### src/rtl/uart_boot_loader.sv
// Parses a framed boot image from the UART receiver, writes it to memory as
// little-endian words and releases the CPU once the checksum has verified.
module uart_boot_loader #(
  parameter logic [31:0] BASE_ADDR = 32'h0000_0000,
  parameter int          MAX_WORDS = 4096
) (
  input  logic        clock,
  input  logic        reset,
  input  logic [7:0]  rxData,
  input  logic        rxFin,
  input  logic        memReady,
  output logic        memWriteEnable,
  output logic [31:0] memAddress,
  output logic [31:0] memWriteData,
  output logic        cpuHold,
  output logic        loading,
  output logic        done,
  output logic        error,
  output logic [1:0]  errorCode
);

  localparam int IDXW = $clog2(MAX_WORDS + 1);

  typedef enum logic [2:0] {LEN, DATA, WRITE, CHECK, DONE, ERR} stateType;

  stateType         state, nextState;
  logic             rxSync1, rxSync2, rxSync3;
  logic             byteStrobe;
  logic [1:0]       byteCount;
  logic [23:0]      lenLow;
  logic [31:0]      lenFull;
  logic [IDXW-1:0]  wordCount;
  logic [IDXW-1:0]  wordIndex;
  logic [IDXW-1:0]  wordNext;
  logic [31:0]      wordReg;
  logic [7:0]       xorReg;
  logic [1:0]       errCodeReg;
  logic [1:0]       nextCode;

  // Flops idle high so an rxFin already asserted at reset release is not seen as a new edge.
  always_ff @(posedge clock or negedge reset) begin
    if (!reset) begin
      rxSync1 <= 1'b1;
      rxSync2 <= 1'b1;
      rxSync3 <= 1'b1;
    end else begin
      rxSync1 <= rxFin;
      rxSync2 <= rxSync1;
      rxSync3 <= rxSync2;
    end
  end

  assign byteStrobe = rxSync2 & ~rxSync3;
  assign lenFull    = {rxData, lenLow};
  assign wordNext   = wordIndex + 1'b1;

  always_ff @(posedge clock or negedge reset) begin
    if (!reset) state <= LEN;
    else        state <= nextState;
  end

  always_comb begin
    nextState = state;
    nextCode  = 2'd0;
    case (state)
      LEN: begin
        if (byteStrobe && byteCount == 2'd3) begin
          if (lenFull > 32'(MAX_WORDS)) begin
            nextState = ERR;
            nextCode  = 2'd1;
          end else if (lenFull == 32'd0) begin
            nextState = CHECK;
          end else begin
            nextState = DATA;
          end
        end
      end
      DATA: begin
        if (byteStrobe && byteCount == 2'd3) nextState = WRITE;
      end
      WRITE: begin
        // A byte arriving before the write is accepted means the memory fell behind the link.
        if (byteStrobe) begin
          nextState = ERR;
          nextCode  = 2'd2;
        end else if (memReady) begin
          nextState = (wordNext == wordCount) ? CHECK : DATA;
        end
      end
      CHECK: begin
        if (byteStrobe) begin
          if (rxData == xorReg) begin
            nextState = DONE;
          end else begin
            nextState = ERR;
            nextCode  = 2'd3;
          end
        end
      end
      default: nextState = state;
    endcase
  end

  always_ff @(posedge clock or negedge reset) begin
    if (!reset) begin
      byteCount  <= 2'd0;
      lenLow     <= 24'd0;
      wordCount  <= '0;
      wordIndex  <= '0;
      wordReg    <= 32'd0;
      xorReg     <= 8'd0;
      errCodeReg <= 2'd0;
    end else begin
      if (byteStrobe && (state == LEN || state == DATA)) begin
        xorReg    <= xorReg ^ rxData;
        byteCount <= byteCount + 2'd1;
      end
      if (byteStrobe && state == LEN) begin
        if (byteCount == 2'd3) wordCount <= lenFull[IDXW-1:0];
        else                   lenLow    <= {rxData, lenLow[23:8]};
      end
      if (byteStrobe && state == DATA) wordReg <= {rxData, wordReg[31:8]};
      if (state == WRITE && memReady && !byteStrobe) wordIndex <= wordNext;
      if (nextState == ERR && state != ERR) errCodeReg <= nextCode;
    end
  end

  always_comb begin
    memWriteEnable = (state == WRITE);
    memAddress     = 32'd0;
    memWriteData   = 32'd0;
    if (state == WRITE) begin
      memAddress   = BASE_ADDR + (32'(wordIndex) << 2);
      memWriteData = wordReg;
    end
    cpuHold   = (state != DONE);
    loading   = (state == LEN) || (state == DATA) || (state == WRITE) || (state == CHECK);
    done      = (state == DONE);
    error     = (state == ERR);
    errorCode = errCodeReg;
  end

endmodule

### config.mk
export PLATFORM = sky130hd
export DESIGN_NAME = uart_boot_loader
export DESIGN_NICKNAME = d
export VERILOG_FILES = /design/src/rtl/uart_boot_loader.sv
export SDC_FILE = /design/constraint.sdc
export NUM_CORES = 1
export LEC_CHECK = 0
export CELL_PAD_IN_SITES_DETAIL_PLACEMENT = 1
export CELL_PAD_IN_SITES_GLOBAL_PLACEMENT = 2
export CORE_MARGIN = 5
export CORE_UTILIZATION = 35
export DETAILED_ROUTE_END_ITERATION = 8
export MAX_ROUTING_LAYER = met4
export PLACE_DENSITY = 0.87
export SLEW_MARGIN = 20
export SYNTH_ARGS = -nofsm -noshare
export SYNTH_HDL_FRONTEND = slang
export SYNTH_SLANG_ARGS = --single-unit
### constraint.sdc
create_clock -name clock -period 2.27 [get_ports clock]
set_input_delay 0.227 -clock clock [delete_from_list [all_inputs] [get_ports clock]]
set_output_delay 0.227 -clock clock [all_outputs]
set_load 0.01 [all_outputs]
Word level (Yosys, flattened, before mapping) --
Cells that the tools add are included.
Word-level totals: bits in registers 100, output and inout port bits 71
Cells by class: order comparisons 1, equality and inequality tests 11, mux-type cells 18, bitwise gates (word level) 4, add/sub/neg operators 2, reductions and logical operators 15
Operators with widths (count):
- $gt 32x13->1 const B | 1
- $logic_not 32->1 | 1
- $mux 32 | 1
- $mux 3 | 6
- $mux 15 | 1
- $add 13x1->13 const B | 1
- $eq 13x13->1 | 1
- $pmux 3 s4 | 1
- $mux 2 | 5
- $eq 3x3->1 const B | 3
- $eq 8x8->1 | 1
- $xor 8x8->8 | 1
- $logic_and 1x1->1 | 7
- $eq 3x2->1 const B | 2
- $ne 3x3->1 const B | 2
- $pmux 2 s3 | 1
- $reduce_and 2->1 | 2
- $eq 3x1->1 const B | 1
- $logic_not 3->1 | 1
- $logic_or 1x1->1 | 3
- $mux 1 | 3
- $add 2x1->2 const B | 1
- $eq 2x2->1 const B | 1
- $not 1->1 | 2
- other kinds (2) | 2

Logic depth before layout (Yosys ltp) --
depth after elaboration 8, depth in mapped cells 8, gate-level depth less buffers 7

Worst setup path after synthesis --
Ideal clock, no wire load.
path type reg-to-reg, start point register wordIndex[0], end point register state[1], buffers on the path 0, path slack 0.410 ns, arrival time 1.787 ns, required time 2.197 ns, cell stages (with the launch flop) 8, cell sequence dfrtp_1 -> ha_1 -> nand2_1 -> nor4_1 -> xnor2_1 -> o2111ai_1 -> a2111o_1 -> a21oi_2
On the way: cells in the longest elaborated chain, start to end 6
Ends and longest elaborated chain:
- from (decl) | RTL line 33 | logic [IDXW-1:0] wordIndex;
- from (signal assigned) | RTL line 123 | if (state == WRITE && memReady && !byteStrobe) wordIndex <= wordNext;
- $add 13x1->13 | RTL line 55 | assign wordNext = wordIndex + 1'b1;
- $eq 13x13->1 | RTL line 87 | nextState = (wordNext == wordCount) ? CHECK : DATA;
- $mux 2 | RTL line 87
- $mux 3 | RTL line 86 | end else if (memReady) begin
- $mux 3 | RTL line 83 | if (byteStrobe) begin
- $pmux 3 s4 | RTL line 65 | case (state)
- named net nextState[1] | RTL line 26 | stateType state, nextState;
- to (signal assigned) | RTL line 59 | else state <= nextState;
- to (decl) | RTL line 26
The timed path passes the listed nets, and every way through them passes these cells. A chain may end at the register's enable or synchronous reset.

Worst setup path in the final report --
start point register state[0], end point output port memWriteData[23]
On the way: cells in the longest elaborated chain, start to end 2
Ends and longest elaborated chain:
- $eq 3x2->1 | RTL line 132 | if (state == WRITE) begin
- $mux 32 | RTL line 132
- to (decl) | RTL line 14 | output logic [31:0] memWriteData,
No other way between the ends.

==> summary.md <==
For the register share of total power, the log shows 0.518. TritonCTS built the clock tree. Clock-pin slew was measured on the worst setup and hold paths at 0.06 ns. The logs give 3 for the level count of the clock H-tree and 1.94 ns for the worst path arrival time.

For the count of final hold-check violations, the log shows 0. The via count of the first global-routing pass is 3638, and the flip-flop and latch count after synthesis is 100. Across the run, the number of max-cap violations was 0.

The mean instance size in the synthesized netlist works out to 11.7 um2. In this run the power density over the cells is 567 nW/um2. The worst hold path begins at rxFin.

The tools report the I/O pin count as 83. For the net switching power, the log shows 764 uW. The global placement routability congestion is 0.831. The clock root buffer is clkbuf_16.

The slew at the pin closest to its max-slew limit was 0.636 ns. STA classifies the critical path startpoint as a register. IR analysis of the VDD net gives a maximum drop of 338 uV. The dominant combinational cell family by area after synthesis is multiplexers. The cell-internal power is 2740 uW, and the fraction of power spent switching nets is 0.218. The vertical die dimension is 129 um. The setup path with the least slack is of type register to primary output. In the routed layout, each cell is associated on average with a via count of 4.86.

The multiplexer fraction of the synthesized cell area is 0.167, and the initial core utilization is 0.357. From left edge to right edge, the die measures 129 um. For the number of standard-cell rows in the floorplan, the log shows 43. Summed over all layers, the routed wires come to 11600 um.

The compound-gate portion of the synthesized area works out to 0.0371. Traced cell by cell, the critical path runs through nor2_4, buf_12, and2_1, clkdlybuf4s50_1. The fraction of synthesized cell area in xor and xnor cells is 0.0795, and the worst clock skew is 0.00737 ns.

The floorplan step defined a die boundary enclosing 16700 um2. For the setup slack at placement, the log shows 0.0308 ns. The slowest stage of the critical path belongs to the cell clkdlybuf4s50_1. For this run, the number of Yosys warnings is 0. The tools report the final-stage net count as 510. 0 antenna diodes ended up in the layout.

The maximum net fanout on the critical path was 34. For the worst setup path, the data required time is 2.04 ns. Post-route fraction of the period consumed by the critical path: 0.956. Setup slack on the critical path of the routed design comes to 0.0994 ns. Summing over every cut layer, the via total after detailed routing is 3309. The worst path in the final design needs a cycle of 2.17 ns, including I/O delays and setup.

For this block, the initial DRC count from the detailed router was 124. The first global-routing pass estimated 19200 um of wire. Detailed placement ended at an HPWL of 8670 um. In this run the cell area of the synthesized design comes to 4960 um2.

The share of power burned in combinational logic is 0.035, and the portion of total power attributed to the clock network is 0.447. Count of buffers from port buffering: 63. Iteration count of the initial detailed-routing pass: 4.

Setup repair after global routing left no endpoint under its margin. Area growth from synthesis to layout: 24.6%. The core footprint is 13900 um2.

The later pin in the worst-skew pair is clocked with a latency of 0.35 ns. Summed over all failing endpoints, the final setup total negative slack is 0 ns. On the worst path, the slowest cell contributes a delay of 0.53 ns. The simple-gate portion of the synthesized area is 0.153, and the async set-or-reset flop fraction in the synthesized netlist is 1.00.

For this design, the sink count on the clock tree is 100. In this run the worst setup path begins at state[0]. The tools report the total leakage power as 0.00311 uW.

Synthesis produced 423 cells. The worst min-delay path class is primary input to register. The number of slew-limit violations in the final report came out at 0.

The overall fraction of global-route tracks in use is 0.152, and the peak clock frequency supported by timing is 461 MHz. Utilization of the core after routing: 0.445. Clock tree synthesis inserted a total of 9 buffers.

Dividing the detail-routed wire length by the instance count gives 17.1 um. The fraction of final layout cells with drive strength greater than 1 was 0.234. The adder and majority cell fraction of the synthesized area works out to 0.00505. The total overflow left after global routing is 0. The pin count of the biggest net entering global routing was 49; the count of flip-flops with a built-in enable after synthesis was 0. The startpoint identified for the worst register-to-register timing path is wordIndex[1].

The sequential cell area fraction in the yosys report was 0.505; the DRC violation count after routing was 0. The initial antenna violation count is 0. The number of different library cells used by synthesis comes to 53.

In this run the post-CTS setup repair buffer count came out at 0. Setup violations remaining at the end of the flow were counted as 0. Remaining antenna violation count after routing: 0.

The worst setup path is captured at a primary output. The worst-case headroom to the max-slew limit is 0.576. Across all hold checks on the routed design, the worst slack comes to 0.342 ns. The clock passes through at most 2 buffers. The tools report the total chip power as 3510 uW. The flow ran to the end, and the final reports show no timing, DRC or antenna violations. Dominant register cell in the synthesized netlist: dfrtp_1.
[Yosys cell counts, types with 6 or more instances]
cell type / count / area [um2]
mux2_2: 65 / 732
xnor2_1: 30 / 263
nor4_1: 10 / 62.6
xor2_1: 15 / 131
buf_4: 21 / 158
dfrtp_1: 97 / 2430
nand3_1: 10 / 50.1
clkbuf_1: 7 / 26.3
nor2_1: 14 / 52.6
nand2_1: 27 / 101
inv_1: 6 / 22.5
buf_2: 7 / 35.0
and2_1: 44 / 275
[kinds of logic after synthesis]
| kind of cell | after synthesis |
|---|---|
| AOI/OAI and AO/OA | 25 |
| and+or+nand+nor | 131 |
| other | 1 |
| DFF | 100 |
| buffers and inverters | 45 |
| adders and majority gates | 2 |
| muxes | 74 |
| xor gates and xnor gates | 45 |
[layout make-up]
class / instances / area (um2)
fill: 1498 / 7700
clock inverter: 4 / 56.3
timing repair buffer: 83 / 850
sequential: 100 / 2510
multi-input combinational: 296 / 2280
clock buffer: 12 / 246
tap: 180 / 225
inverter: 6 / 22.5
[metrics by stage]
| stage | instances | cell area (um2) |
|---|---|---|
| after floorplan | 441 | 5030 |
| after global placement | 664 | 5820 |
| after detailed placement | 664 | 5820 |
| after CTS | 681 | 6140 |
| after global routing | 681 | 6180 |
| final | 681 | 6180 |
[path summary, 6_finish.rpt]
path | to | slack [ns] | cells after the start
min in group asynchronous | wordReg[21] | 0.48 | 2
max | memWriteData[23] | 0.1 | 4
max reg2reg | state[1] | 0.19 | 7
max in group asynchronous | rxSync3 | 1.02 | 3
min | rxSync1 | 0.34 | 1
min reg2reg | rxSync2 | 0.36 | 0
[cell usage in the layout, fill, tap and decap left out, drive strengths merged, types with 2 or more instances in the layout]
master and count:
dfrtp 97, mux2 70, clkdlybuf4s50 46, and2 45, xnor2 30, nand2 27, buf 20, conb 19
dlymetal6s2s 16, nor2 16, xor2 15, clkbuf 12, nor4 11, nand3 11, inv 8, o21ai 7
a21oi 6, nor3 6, nand4 5, mux2i 4, dfstp 3, and3 2, or3 2, ha 2
[worst max-delay path: cells and delay by family, from the launching register on]
family,cells,cell delay [ns]
flops,1,0.52
simple gates,2,0.36
buf+inv,2,0.71
[power groups by stage]
stage               Sequential [uW]  Clock, uW  Combinational [uW]
floorplan                      1840          0                64.2
global placement               1850          0                 122
detailed placement             1850          0                 125
CTS                            1820       1620                 127
global route                   1820       1690                 140
finish                         1820       1570                 124
[metal layers]
metal | part of all wire | track usage | vias up
met5 | 0 | - | -
met4 | 0.017 | 0.0556 | 0
met3 | 0.034 | 0.0289 | 14
met2 | 0.51 | 0.253 | 61
met1 | 0.43 | 0.185 | 1678
li1 | - | - | 1556
[state kept, by name (all words and copies together) (netlist names), 2 cells and up]
name       cells
byteCount      2
errorCode      2
lenLow        24
state          3
wordCount     13
wordIndex     13
wordReg       32
xorReg         8
[repair_timing]
item / CTS / global route
pin swaps: 0 / 0
hold buffers: 1 / 0
endpoints found under the setup margin: 23 / 46
hold endpoints to repair: 46 / 0
gates resized for setup: 2 / 19
Power figures use the tool's default switching activity.
